$ cat config.mk
export PLATFORM = sky130hd
export DESIGN_NAME = acia_fifo
export DESIGN_NICKNAME = d
export VERILOG_FILES = /design/src/rtl/acia_pkg.sv /design/src/rtl/acia_sync_fifo.sv /design/src/rtl/acia_fifo.sv
export SDC_FILE = /design/constraint.sdc
export NUM_CORES = 1
export LEC_CHECK = 0
export ABC_AREA = 0
export CORE_MARGIN = 2
export CORE_UTILIZATION = 46
export DETAILED_ROUTE_END_ITERATION = 6
export DONT_BUFFER_PORTS = 1
export GPL_ROUTABILITY_DRIVEN = 0
export PLACE_DENSITY = 0.59
export SLEW_MARGIN = 15
export SYNTH_ARGS = -nofsm -noshare
export SYNTH_HDL_FRONTEND = slang
export SYNTH_SLANG_ARGS = --single-unit
export TNS_END_PERCENT = 30
$ cat constraint.sdc
create_clock -name clk -period 9.98 [get_ports clk]
set_clock_uncertainty 0.2 [all_clocks]
set_input_delay 1.996 -clock clk [delete_from_list [all_inputs] [get_ports clk]]
set_output_delay 1.996 -clock clk [all_outputs]
set_load 0.005 [all_outputs]
$ cat src/rtl/acia_pkg.sv
// Shared constants for the ACIA: CPU register map, status/control bit
// positions and the smallest usable baud divisor.
package acia_pkg;

  // CPU register addresses
  localparam logic [1:0] ADDR_CTRL = 2'd0;
  localparam logic [1:0] ADDR_DATA = 2'd1;
  localparam logic [1:0] ADDR_DIVL = 2'd2;
  localparam logic [1:0] ADDR_DIVH = 2'd3;

  // Status byte bit positions
  localparam int ST_RX_NE   = 0;
  localparam int ST_TX_NF   = 1;
  localparam int ST_TX_IDLE = 2;
  localparam int ST_OVR     = 3;
  localparam int ST_FE      = 4;
  localparam int ST_RX_HALF = 5;
  localparam int ST_TXOVF   = 6;
  localparam int ST_IRQ     = 7;

  // Control byte bit positions; bits[1:0] == 2'b11 requests a soft reset
  localparam logic [1:0] CTRL_SOFT_RST = 2'b11;
  localparam int CTRL_RX_IE    = 2;
  localparam int CTRL_TX_IE    = 3;
  localparam int CTRL_FLUSH_RX = 4;
  localparam int CTRL_FLUSH_TX = 5;

  // Divisors below this leave too few clocks per bit for mid-bit sampling
  localparam int MIN_DIV = 4;

endpackage

$ cat src/rtl/acia_sync_fifo.sv
// Single-clock FIFO with push/pop/flush. A push into a full FIFO is accepted
// only when a pop happens in the same cycle; flush overrides everything.
module acia_sync_fifo
  import acia_pkg::*;
#(
  parameter int WIDTH = 8,
  parameter int DEPTH = 16
) (
  input  logic                       clk,
  input  logic                       rst,
  input  logic                       push,
  input  logic                       pop,
  input  logic                       flush,
  input  logic [WIDTH-1:0]           wdata,
  output logic [WIDTH-1:0]           rdata,
  output logic                       full,
  output logic                       empty,
  output logic [$clog2(DEPTH):0]     count
);

  localparam int AW = $clog2(DEPTH);
  localparam int CW = AW + 1;

  logic [WIDTH-1:0] mem [DEPTH];
  logic [AW-1:0]    wr_ptr;
  logic [AW-1:0]    rd_ptr;
  logic [CW-1:0]    cnt;
  logic             do_push;
  logic             do_pop;

  assign empty   = (cnt == '0);
  assign full    = (cnt == CW'(DEPTH));
  assign count   = cnt;
  assign rdata   = mem[rd_ptr];
  assign do_pop  = pop & ~empty;
  assign do_push = push & (~full | do_pop);

  // Pointer and occupancy bookkeeping; pointers wrap naturally (power-of-2 depth)
  always_ff @(posedge clk) begin
    if (rst || flush) begin
      wr_ptr <= '0;
      rd_ptr <= '0;
      cnt    <= '0;
    end else begin
      if (do_push) wr_ptr <= wr_ptr + AW'(1);
      if (do_pop)  rd_ptr <= rd_ptr + AW'(1);
      case ({do_push, do_pop})
        2'b10:   cnt <= cnt + CW'(1);
        2'b01:   cnt <= cnt - CW'(1);
        default: cnt <= cnt;
      endcase
    end
  end

  // Storage array; contents need no reset because occupancy gates every read
  always_ff @(posedge clk) begin
    if (do_push) mem[wr_ptr] <= wdata;
  end

endmodule

$ cat src/rtl/acia_fifo.sv
// 6502-bus ACIA: 8N1 UART with programmable divisor, RX/TX FIFOs, sticky
// error flags and maskable interrupt. Four byte registers selected by addr.
module acia_fifo
  import acia_pkg::*;
#(
  parameter int CLK_FREQ     = 12000000,
  parameter int DEFAULT_BAUD = 9600,
  parameter int FIFO_DEPTH   = 16,
  parameter int DIVW         = 16
) (
  input  logic       clk,
  input  logic       rst,
  input  logic       cs,
  input  logic       we,
  input  logic [1:0] addr,
  input  logic [7:0] din,
  output logic [7:0] dout,
  input  logic       rx,
  output logic       tx,
  output logic       irq
);

  localparam int CW = $clog2(FIFO_DEPTH) + 1;
  localparam logic [DIVW-1:0] DIV_RESET = DIVW'(CLK_FREQ / DEFAULT_BAUD);

  localparam logic [1:0] S_IDLE  = 2'd0;
  localparam logic [1:0] S_START = 2'd1;
  localparam logic [1:0] S_DATA  = 2'd2;
  localparam logic [1:0] S_STOP  = 2'd3;

  // Clamp the programmed divisor so every bit period is long enough to sample
  function automatic logic [DIVW-1:0] clamp_div(input logic [DIVW-1:0] d);
    if (d < DIVW'(MIN_DIV)) return DIVW'(MIN_DIV);
    return d;
  endfunction

  // Bus decode
  logic wr, rd, soft_rst, any_rst, stat_rd;
  assign wr       = cs & we;
  assign rd       = cs & ~we;
  assign soft_rst = wr & (addr == ADDR_CTRL) & (din[1:0] == CTRL_SOFT_RST);
  assign any_rst  = rst | soft_rst;
  assign stat_rd  = rd & (addr == ADDR_CTRL);

  // Configuration and sticky state
  logic [DIVW-1:0] div_reg, eff_div;
  logic [15:0]     div16;
  logic            rx_ie, tx_ie;
  logic            ovr_flag, fe_flag, txovf_flag;

  assign eff_div = clamp_div(div_reg);
  assign div16   = 16'(div_reg);

  // FIFO interfaces
  logic          rx_push, rx_pop, rx_flush, rx_full, rx_empty;
  logic [7:0]    rx_head, rx_byte;
  logic [CW-1:0] rx_count;
  logic          tx_push, tx_pop, tx_flush, tx_full, tx_empty;
  logic [7:0]    tx_head;
  logic [CW-1:0] tx_count_unused;

  assign rx_pop   = rd & (addr == ADDR_DATA) & ~rx_empty;
  assign tx_push  = wr & (addr == ADDR_DATA);
  assign rx_flush = soft_rst | (wr & (addr == ADDR_CTRL) & din[CTRL_FLUSH_RX]);
  assign tx_flush = soft_rst | (wr & (addr == ADDR_CTRL) & din[CTRL_FLUSH_TX]);

  acia_sync_fifo #(.WIDTH(8), .DEPTH(FIFO_DEPTH)) u_rx_fifo (
    .clk   (clk),
    .rst   (rst),
    .push  (rx_push),
    .pop   (rx_pop),
    .flush (rx_flush),
    .wdata (rx_byte),
    .rdata (rx_head),
    .full  (rx_full),
    .empty (rx_empty),
    .count (rx_count)
  );

  acia_sync_fifo #(.WIDTH(8), .DEPTH(FIFO_DEPTH)) u_tx_fifo (
    .clk   (clk),
    .rst   (rst),
    .push  (tx_push),
    .pop   (tx_pop),
    .flush (tx_flush),
    .wdata (din),
    .rdata (tx_head),
    .full  (tx_full),
    .empty (tx_empty),
    .count (tx_count_unused)
  );

  // ---------------- TX engine ----------------
  logic [1:0]      tx_state;
  logic [DIVW-1:0] tx_cnt, tx_div;
  logic [2:0]      tx_bit;
  logic [7:0]      tx_shift;
  logic            tx_end, tx_shift_en;

  assign tx_end      = (tx_cnt == tx_div - DIVW'(1));
  assign tx_pop      = ((tx_state == S_IDLE) | ((tx_state == S_STOP) & tx_end)) & ~tx_empty;
  assign tx_shift_en = tx_end & ((tx_state == S_START) |
                                 ((tx_state == S_DATA) & (tx_bit != 3'd7)));

  // TX control: frame sequencing and the serial line itself
  always_ff @(posedge clk) begin
    if (any_rst) begin
      tx_state <= S_IDLE;
      tx_cnt   <= '0;
      tx_bit   <= '0;
      tx       <= 1'b1;
    end else begin
      case (tx_state)
        S_IDLE: begin
          if (tx_pop) begin
            tx_state <= S_START;
            tx_cnt   <= '0;
            tx       <= 1'b0;
          end
        end
        S_START: begin
          if (tx_end) begin
            tx_state <= S_DATA;
            tx_cnt   <= '0;
            tx_bit   <= '0;
            tx       <= tx_shift[0];
          end else begin
            tx_cnt <= tx_cnt + DIVW'(1);
          end
        end
        S_DATA: begin
          if (tx_end) begin
            tx_cnt <= '0;
            if (tx_bit == 3'd7) begin
              tx_state <= S_STOP;
              tx       <= 1'b1;
            end else begin
              tx_bit <= tx_bit + 3'd1;
              tx     <= tx_shift[0];
            end
          end else begin
            tx_cnt <= tx_cnt + DIVW'(1);
          end
        end
        S_STOP: begin
          if (tx_end) begin
            tx_cnt <= '0;
            if (tx_pop) begin
              tx_state <= S_START;
              tx       <= 1'b0;
            end else begin
              tx_state <= S_IDLE;
            end
          end else begin
            tx_cnt <= tx_cnt + DIVW'(1);
          end
        end
        default: tx_state <= S_IDLE;
      endcase
    end
  end

  // TX datapath: latch byte and rate at each start bit, then shift LSB first
  always_ff @(posedge clk) begin
    if (tx_pop) begin
      tx_shift <= tx_head;
      tx_div   <= eff_div;
    end else if (tx_shift_en) begin
      tx_shift <= {1'b0, tx_shift[7:1]};
    end
  end

  // ---------------- RX engine ----------------
  logic            rx_s1, rx_s2, rx_prev;
  logic [1:0]      rx_state;
  logic [DIVW-1:0] rx_cnt, rx_div;
  logic [2:0]      rx_bit;
  logic [7:0]      rx_shift;
  logic            rx_fall, rx_end, rx_half_end, fe_set, ovr_set, txovf_set;

  assign rx_fall     = rx_prev & ~rx_s2;
  assign rx_end      = (rx_cnt == rx_div - DIVW'(1));
  assign rx_half_end = (rx_cnt == (rx_div >> 1) - DIVW'(1));
  assign rx_byte     = rx_shift;
  assign rx_push     = (rx_state == S_STOP) & rx_end & rx_s2;
  assign fe_set      = (rx_state == S_STOP) & rx_end & ~rx_s2;
  assign ovr_set     = rx_push & rx_full & ~rx_pop;
  assign txovf_set   = tx_push & tx_full & ~tx_pop;

  // Two-flop synchroniser plus one history flop for falling-edge detection
  always_ff @(posedge clk) begin
    if (rst) begin
      rx_s1   <= 1'b1;
      rx_s2   <= 1'b1;
      rx_prev <= 1'b1;
    end else begin
      rx_s1   <= rx;
      rx_s2   <= rx_s1;
      rx_prev <= rx_s2;
    end
  end

  // RX control: start validation at half-bit, then sample at bit centres
  always_ff @(posedge clk) begin
    if (any_rst) begin
      rx_state <= S_IDLE;
      rx_cnt   <= '0;
      rx_bit   <= '0;
    end else begin
      case (rx_state)
        S_IDLE: begin
          if (rx_fall) begin
            rx_state <= S_START;
            rx_cnt   <= '0;
          end
        end
        S_START: begin
          if (rx_half_end) begin
            rx_cnt   <= '0;
            rx_bit   <= '0;
            rx_state <= rx_s2 ? S_IDLE : S_DATA;
          end else begin
            rx_cnt <= rx_cnt + DIVW'(1);
          end
        end
        S_DATA: begin
          if (rx_end) begin
            rx_cnt <= '0;
            rx_bit <= rx_bit + 3'd1;
            if (rx_bit == 3'd7) rx_state <= S_STOP;
          end else begin
            rx_cnt <= rx_cnt + DIVW'(1);
          end
        end
        S_STOP: begin
          if (rx_end) begin
            rx_cnt   <= '0;
            rx_state <= S_IDLE;
          end else begin
            rx_cnt <= rx_cnt + DIVW'(1);
          end
        end
        default: rx_state <= S_IDLE;
      endcase
    end
  end

  // RX datapath: rate latched at the start edge, bits shifted in LSB first
  always_ff @(posedge clk) begin
    if ((rx_state == S_IDLE) && rx_fall) rx_div <= eff_div;
    if ((rx_state == S_DATA) && rx_end) rx_shift <= {rx_s2, rx_shift[7:1]};
  end

  // ---------------- Registers and status ----------------
  logic [7:0] status;

  // Assemble the status byte from registered state only
  always_comb begin
    status             = '0;
    status[ST_RX_NE]   = ~rx_empty;
    status[ST_TX_NF]   = ~tx_full;
    status[ST_TX_IDLE] = tx_empty & (tx_state == S_IDLE);
    status[ST_OVR]     = ovr_flag;
    status[ST_FE]      = fe_flag;
    status[ST_RX_HALF] = (rx_count >= CW'(FIFO_DEPTH / 2));
    status[ST_TXOVF]   = txovf_flag;
    status[ST_IRQ]     = irq;
  end

  assign irq = (rx_ie & ~rx_empty) | (tx_ie & tx_empty);

  // Divisor survives soft reset; only the hard reset reloads the default
  always_ff @(posedge clk) begin
    if (rst) begin
      div_reg <= DIV_RESET;
    end else if (wr && addr == ADDR_DIVL) begin
      div_reg <= DIVW'({div16[15:8], din});
    end else if (wr && addr == ADDR_DIVH) begin
      div_reg <= DIVW'({din, div16[7:0]});
    end
  end

  // Interrupt enables; flush bits act on the FIFOs and are not stored
  always_ff @(posedge clk) begin
    if (any_rst) begin
      rx_ie <= 1'b0;
      tx_ie <= 1'b0;
    end else if (wr && addr == ADDR_CTRL) begin
      rx_ie <= din[CTRL_RX_IE];
      tx_ie <= din[CTRL_TX_IE];
    end
  end

  // Sticky error flags: cleared by a status read, but a new event that cycle wins
  always_ff @(posedge clk) begin
    if (any_rst) begin
      ovr_flag   <= 1'b0;
      fe_flag    <= 1'b0;
      txovf_flag <= 1'b0;
    end else begin
      ovr_flag   <= ovr_set   | (ovr_flag   & ~stat_rd);
      fe_flag    <= fe_set    | (fe_flag    & ~stat_rd);
      txovf_flag <= txovf_set | (txovf_flag & ~stat_rd);
    end
  end

  // Registered read data, loaded only on a read cycle
  always_ff @(posedge clk) begin
    if (any_rst) begin
      dout <= 8'h00;
    end else if (rd) begin
      case (addr)
        ADDR_CTRL: dout <= status;
        ADDR_DATA: dout <= rx_empty ? 8'h00 : rx_head;
        ADDR_DIVL: dout <= div16[7:0];
        default:   dout <= div16[15:8];
      endcase
    end
  end

endmodule

# After elaboration in Yosys (flattened, before gate mapping)
# Memories as Yosys holds them, arrays and structs flattened. A register that Yosys moved wholly into a read port is not among the register bits.
# Index checks and enable logic that the tools add are counted.
# W data, S select, Z words.
# word_totals
regBits,149
ram_bits,256
latchBits,0
mem_count,2
word_cells,210
out_inout_bits,10
input_bits,15
mem_bits_ro,0
# classes
magnitude_cmp,2
muxes,52
n_bitwise,53
shift,0
n_eq_ne,33
div_mod_pow,0
reduce_logical,25
addsub,15
n_mul,0
# memory_table
memory,depth,word_bits,read_ports,rd_clocked_by_memory_dff,write_ports,line_no,rtl
u_rx_fifo.mem,16,8,1,1,1,acia_sync_fifo.sv:24,logic [WIDTH-1:0] mem [DEPTH];
u_tx_fifo.mem,16,8,1,1,1,acia_sync_fifo.sv:24,
# ops
operator,count
$mux W16,7
$eq A16 B16 Y1,3
$pmux W16 S3,1
$add A16 B1 Y16 const B,2
$and A1 B1 Y1,32
$mux W8,4
$pmux W16 S2,1
$sub A16 B1 Y16 const B,2
$pmux W8 S3,1
$mux W2,11
$ne A2 B2 Y1 const B,10
$pmux W5 S2,2
$eq A2 B2 Y1 const B,9
$add A4 B1 Y4 const B,4
$lt A16 B3 Y1 const B,1
$mux W4,4
$pmux W2 S4,2
$sub A15 B1 Y16 const B,1
$mux W3,5
$pmux W3 S2,2
$mux W1,11
$or A1 B1 Y1,11
$add A5 B1 Y5 const B,2
$eq A2 B1 Y1 const B,5
20 further kinds,47

# Logic depth before layout (Yosys ltp)
# depth
word_depth,10
mapped_depth,18

# Cells and area by module
# From an unflattened synthesis, not the netlist that was laid out.
# hier_totals
cells_unflattened,1423
area_unflattened_um2,18835.6
# by_module_without_submodules
mod,cells_each,seq_area_each_um2,area_per_inst_um2,n_inst
acia_fifo,768,2942.8,7114.3,1
acia_sync_fifo (u_rx_fifo),332,4184.0,5886.9,1
acia_sync_fifo (u_tx_fifo),323,4184.0,5834.3,1

# Least setup slack after synthesis
# Ideal clock, no wire load.
# synth_timing
path_type,input to register
start,input port addr[1]
end,register u_rx_fifo.cnt[4] (netlist: u_rx_fifo.count[4])
required_time_ps,9708
path_buffers,3
path_stages,14
setup_slack_ps,5414
arrival_time_ps,4294
cell_sequence,clkbuf_1 inv_1 and3_1 clkbuf_1 and2_1 clkbuf_1 nand2b_1 fa_1 inv_1 a21o_1 a21oi_1 and3_1 mux2i_1 mux2i_1
# synth_between
elab_chain_len,8
word_cells_on_any_way,16
cone_classes,eq/ne (3); mux (1); bitwise (9); reduce/logical (3)
# synth_lines
item,line_no,rtl
"start, declared",acia_fifo.sv:15,"input logic [1:0] addr,"
$eq A2 B1 Y1,acia_fifo.sv:62,assign rx_pop = rd & (addr == ADDR_DATA) & ~rx_empty;
$and A1 B1 Y1 (2 in a row),acia_fifo.sv:62,
$and A1 B1 Y1,acia_sync_fifo.sv:35,assign do_pop = pop & ~empty;
$or A1 B1 Y1,acia_sync_fifo.sv:36,assign do_push = push & (~full | do_pop);
$and A1 B1 Y1,acia_sync_fifo.sv:36,
$eq A2 B1 Y1 or $eq A2 B2 Y1 (tied branches),acia_sync_fifo.sv:47,"case ({do_push, do_pop})"
$pmux W5 S2 or $reduce_bool A2 Y1 (tied branches),n/a,
"end signal, assigned",acia_sync_fifo.sv:48,2'b10: cnt <= cnt + CW'(1);
"end signal, assigned",acia_sync_fifo.sv:49,2'b01: cnt <= cnt - CW'(1);
"end signal, assigned",acia_sync_fifo.sv:50,default: cnt <= cnt;
"end, declared",acia_sync_fifo.sv:27,logic [CW-1:0] cnt;
# Parallel ways exist; a longest one is shown, timed or not.
# A chain may end at the register's enable or synchronous reset.

# Worst setup path in the final report
# layout_timing
start,register tx_div[0]
end,register u_tx_fifo.cnt[4] (netlist: u_tx_fifo.count[4])
# layout_between
elab_chain_len,10
word_cells_on_any_way,12
cone_classes,add/sub (1); eq/ne (3); mux (1); bitwise (6); reduce/logical (1)
# layout_lines
item,line_no,rtl
"start, declared",acia_fifo.sv:95,"logic [DIVW-1:0] tx_cnt, tx_div;"
"start signal, assigned",acia_fifo.sv:167,tx_div <= eff_div;
$sub A16 B1 Y16 (*),acia_fifo.sv:100,assign tx_end = (tx_cnt == tx_div - DIVW'(1));
$eq A16 B16 Y1 (*),acia_fifo.sv:100,
$and A1 B1 Y1 (*),acia_fifo.sv:101,assign tx_pop = ((tx_state == S_IDLE) | ((tx_state == S_STOP) & tx_end)) & ~tx_empty;
$or A1 B1 Y1 (*),acia_fifo.sv:101,
$and A1 B1 Y1 (*),acia_fifo.sv:101,
$and A1 B1 Y1 (*),acia_sync_fifo.sv:35,
$or A1 B1 Y1,acia_sync_fifo.sv:36,
$and A1 B1 Y1,acia_sync_fifo.sv:36,
$eq A2 B1 Y1 or $eq A2 B2 Y1 (tied branches),acia_sync_fifo.sv:47,
$pmux W5 S2 or $reduce_bool A2 Y1 (tied branches),n/a,
"end signal, assigned",acia_sync_fifo.sv:48,
"end signal, assigned",acia_sync_fifo.sv:49,
"end signal, assigned",acia_sync_fifo.sv:50,
"end, declared",acia_sync_fifo.sv:27,
# Mark *: on every way between the ends. The rest lies on a longest branch, timed or not.

==> metrics.log <==
[metrics] result of the run: finished clean
[metrics] final setup TNS: 0 ns
[metrics] Antenna Nets Post-Route: 0
[metrics] fraction of power spent switching nets: 26.1%
[metrics] die extent in x: 206 um
[metrics] Seq pwr share: 46.3%
[metrics] Register Area: 11300 um2
[metrics] Antenna Cells: 0
[metrics] clock root buffer: sky130_fd_sc_hd__clkbuf_16
[metrics] power dissipated by switching net loads: 1130 uW
[metrics] critical path's slowest cell: sky130_fd_sc_hd__nor4b_1
[metrics] dpl ws: 4.67 ns
[metrics] area of the placeable core: 40600 um2
[metrics] share of total power in combinational logic: 15.1%
[metrics] largest stage delay on the critical path: 0.83 ns
[metrics] synthesized net count: 1466
[metrics] post-layout minimum cycle time: 5.35 ns
[metrics] hold buffer count at CTS: 0
[metrics] post-detailed-route wirelength per cell: 21.9 um
[metrics] Most used DFF post-synth: sky130_fd_sc_hd__edfxtp_1
[metrics] signed area change from the synthesized netlist to the final layout: 9.83%
[metrics] routed vias: 11400
[metrics] setup repair after global routing missed its margin: false
[metrics] vias in the first global route: 11100
[metrics] total chip power: 4330 uW
[metrics] async set-or-reset flop fraction in the synthesized netlist: 0%
[metrics] total placed cells including tap cells: 1864
[metrics] setup slack of the worst register-to-register path: 4.63 ns
[metrics] flop and latch count out of synthesis: 413
[metrics] clock tree from TritonCTS: yes
[metrics] share of Yosys cell area claimed by the top area cell type: 48.4%
[metrics] Nets: 1426
[metrics] average footprint of a synthesized cell: 13.3 um2
[metrics] # rows: 74
[metrics] final core occ: 51.0%
[metrics] path type of the worst setup path: flip-flop to flip-flop
[metrics] insertion delay of the later-clocked pin in the worst-skew pair: 0.58 ns
[metrics] effective utilization at floorplan: 46.4%
[metrics] sequential fraction of the synthesis area: 60.0%
[metrics] setup violators final: 0
[metrics] Crit Path Max Fanout: 12
[metrics] combined area of all synthesized cells: 18900 um2
[metrics] CTS-repair resized insts: 0
[metrics] post-route fraction of the period consumed by the critical path: 53.6%
[metrics] power density of the placed cells: 209 nW/um2
[metrics] Critical Path Start Type: flip-flop
[metrics] Inserted Clock Buffers: 44
[metrics] global-route usage over all layers: 20.4%
[metrics] buffers inserted by post-CTS timing repair: 0
[metrics] Worst Setup Slack, final: 4.63 ns
[metrics] cell type with the highest aggregate area in the netlist: sky130_fd_sc_hd__edfxtp_1
[metrics] Slew HR: 26.7%
[metrics] sinks on the clock net: 413
[metrics] Bufs and invs on worst path: 2
[metrics] number of enable flip-flop cells after synthesis: 304
[metrics] Hold Path Class: flip-flop to flip-flop
[metrics] endpoints failing hold: 0
[metrics] first-pass iteration count of the detailed router: 5
[metrics] endpoint type of the worst setup path: flip-flop
[metrics] cell leakage power: 0.00679 uW
[metrics] global-route wire length before repair: 65.9 mm
[metrics] total wire length: 42.5 mm
[metrics] count of final max-slew check failures: 0
[metrics] Die H: 206 um
[metrics] CP delay by family, top: simple AND/OR/NAND/NOR gates
[metrics] data required time of the critical path: 10.29 ns
[metrics] DR vias/cell: 5.87
[metrics] top-count cell post-synth: sky130_fd_sc_hd__edfxtp_1
[metrics] commonest cells in the synthesized netlist: sky130_fd_sc_hd__edfxtp_1 (304), sky130_fd_sc_hd__dfxtp_1 (109), sky130_fd_sc_hd__nand2_1 (89)
[metrics] number of distinct standard cells referenced by the synthesized netlist: 80
[metrics] H-tree depth: 2
[metrics] I/O pin count: 25
[metrics] Highest Clock Rate: 0.187 GHz
[metrics] maximum number of pins on one net before global-route repair: 33
[metrics] transition time of the tightest slew-check pin: 1.09 ns
[metrics] Layout Cells excl Fill: 1946
[metrics] share of cells above drive strength 1: 14.4%
[metrics] number of input and output port buffers inserted: 0
[metrics] worst endpoint data arrival time: 5.66 ns
[metrics] fillcell total: 3389
[metrics] Synth Warn #: 0
[metrics] number of antenna violations at the first check in global routing: 0
[metrics] Post-route DRC: 0
[metrics] reported max-cap violation count: 0
[metrics] CTS Buffer Depth: 3
[metrics] leftover overflow at the end of global routing: 0
[metrics] internal cell power: 3200 uW
[metrics] Max IR drop VDD: 0.000112 V
[metrics] number of violations reported at the end of detailed-routing iteration 0: 952
[metrics] total half-perimeter wirelength after legalization and detailed placement: 28.5 mm
[metrics] clock slew at reported path FFs: 0.06 ns
[metrics] sequence of cells on the critical path: inv_1, ha_1, nor4b_1, nand4_1, xnor2_1, nand3_1, o41ai_2, nand2_1, nor2_1, inv_1, fa_1, nor2b_1, o21ai_0, nor2b_1, nor3_1, mux2i_1, nand3_1
[metrics] share of power burned in the clock network: 38.7%
[metrics] leading cell types by total area after synthesis: sky130_fd_sc_hd__edfxtp_1 (48%), sky130_fd_sc_hd__dfxtp_1 (12%), sky130_fd_sc_hd__mux4_2 (9.1%)
[metrics] instance count of the mapped netlist: 1418
[metrics] area used by multi-input combinational logic: 7000 um2
[metrics] Die Area: 42600 um2
power groups by stage:
stage	clock network (uW)	registers, uW	logic (uW)
after global placement	0	2040	646
after CTS	1710	2000	658
after detailed placement	0	2040	656
after global routing	1780	2010	721
after floorplan	0	2010	520
final	1670	2000	653
cell usage in the layout (no fill, tap or decap), types with 11 or more instances in the layout:
| cell | n |
|---|---|
| sky130_fd_sc_hd__xor2_1 | 18 |
| sky130_fd_sc_hd__nand4_1 | 17 |
| sky130_fd_sc_hd__nand2b_1 | 18 |
| sky130_fd_sc_hd__o21ai_0 | 24 |
| sky130_fd_sc_hd__nand2_1 | 89 |
| sky130_fd_sc_hd__nor4_1 | 20 |
| sky130_fd_sc_hd__edfxtp_1 | 304 |
| sky130_fd_sc_hd__inv_1 | 40 |
| sky130_fd_sc_hd__mux4_2 | 76 |
| sky130_fd_sc_hd__dfxtp_1 | 107 |
| sky130_fd_sc_hd__and3_1 | 28 |
| sky130_fd_sc_hd__xnor2_1 | 47 |
| sky130_fd_sc_hd__or2_2 | 11 |
| sky130_fd_sc_hd__or3_1 | 16 |
| sky130_fd_sc_hd__clkbuf_16 | 45 |
| sky130_fd_sc_hd__nor3_1 | 38 |
| sky130_fd_sc_hd__a21oi_1 | 45 |
| sky130_fd_sc_hd__nor2b_1 | 20 |
| sky130_fd_sc_hd__and2_1 | 18 |
| sky130_fd_sc_hd__ha_1 | 31 |
| sky130_fd_sc_hd__mux2i_1 | 28 |
| sky130_fd_sc_hd__a31oi_1 | 15 |
| sky130_fd_sc_hd__mux2_2 | 12 |
| sky130_fd_sc_hd__nor2_1 | 83 |
| sky130_fd_sc_hd__nand3_1 | 54 |
worst reg2reg max path, stage by stage (launching register included):
cell and delay, ns:
sky130_fd_sc_hd__edfxtp_1 0.43, sky130_fd_sc_hd__inv_1 0.09, sky130_fd_sc_hd__ha_1 0.23, sky130_fd_sc_hd__nor4b_1 0.84, sky130_fd_sc_hd__nand4_1 0.22, sky130_fd_sc_hd__xnor2_1 0.29, sky130_fd_sc_hd__nand3_1 0.17, sky130_fd_sc_hd__o41ai_2 0.58
sky130_fd_sc_hd__nand2_1 0.44, sky130_fd_sc_hd__nor2_1 0.39, sky130_fd_sc_hd__inv_1 0.26, sky130_fd_sc_hd__fa_1 0.46, sky130_fd_sc_hd__nor2b_1 0.11, sky130_fd_sc_hd__o21ai_0 0.09, sky130_fd_sc_hd__nor2b_1 0.16, sky130_fd_sc_hd__nor3_1 0.13
sky130_fd_sc_hd__mux2i_1 0.10, sky130_fd_sc_hd__nand3_1 0.09
final timing paths:
| kind | to | depth (start not counted) | startpoint |
|---|---|---|---|
| hold reg to reg | rx_s2$_SDFF_PP1_ | 1 | rx_s1$_SDFF_PP1_ |
| hold / removal | rx_s2$_SDFF_PP1_ | 1 | rx_s1$_SDFF_PP1_ |
| setup / recovery | u_tx_fifo.count[4]$_SDFFE_PP0P_ | 17 | tx_div[0]$_DFFE_PN_ |
| setup reg to reg | u_tx_fifo.count[4]$_SDFFE_PP0P_ | 17 | tx_div[0]$_DFFE_PN_ |
state kept, by name, summed over array words and instances (netlist names), 2 cells and up, named ones only:
signal            flops
tx_cnt               16
tx_bit                3
rx_bit                3
u_tx_fifo.count       5
rx_cnt               16
tx_shift              8
rx_div               16
div16                16
u_tx_fifo.wr_ptr      4
u_rx_fifo.count       5
rx_byte               8
tx_div               16
u_tx_fifo.rd_ptr      4
u_rx_fifo.mem       128
u_tx_fifo.mem       128
u_rx_fifo.rd_ptr      4
u_rx_fifo.wr_ptr      4
dout                  8
tx_state              2
final cells by class:
| type | instances | area share, % |
|---|---|---|
| multi-input combinational | 868 | 33.8 |
| tap | 532 | 3.21 |
| timing repair buffer | 10 | 0.362 |
| inverter | 41 | 0.743 |
| clock buffer | 62 | 6.08 |
| sequential | 413 | 54.6 |
| clock inverter | 20 | 1.15 |
cell families (layout without fill, tap and decap cells):
kind of cell	after synthesis	count (layout)	synth area share [%]
AOI/OAI and AO/OA	195	195	7.44
muxes	116	116	11.3
DFF	413	413	60.0
adders and majority gates	33	33	2.27
and+or+nand+nor	459	459	13.1
buffers and inverters	137	133	2.91
xor gates and xnor gates	65	65	3.02
routing by layer:
metal,vias to the layer above,wire length [um],track usage (%)
met2,242,20200,32.5
met3,62,2280,3.66
met5,-,0,0
met1,5754,19100,28.6
met4,0,982,6.51
li1,5358,-,-
metrics by stage:
| step | hold slack, ns | instance area, um2 |
|---|---|---|
| after floorplan | 0.189 | 18900 |
| after detailed placement | 0.201 | 19200 |
| after CTS | 0.221 | 20700 |
| after global routing | 0.229 | 20700 |
| final | 0.215 | 20700 |
| after global placement | 0.194 | 19200 |
Note: power is estimated with default switching activity, not from simulation.
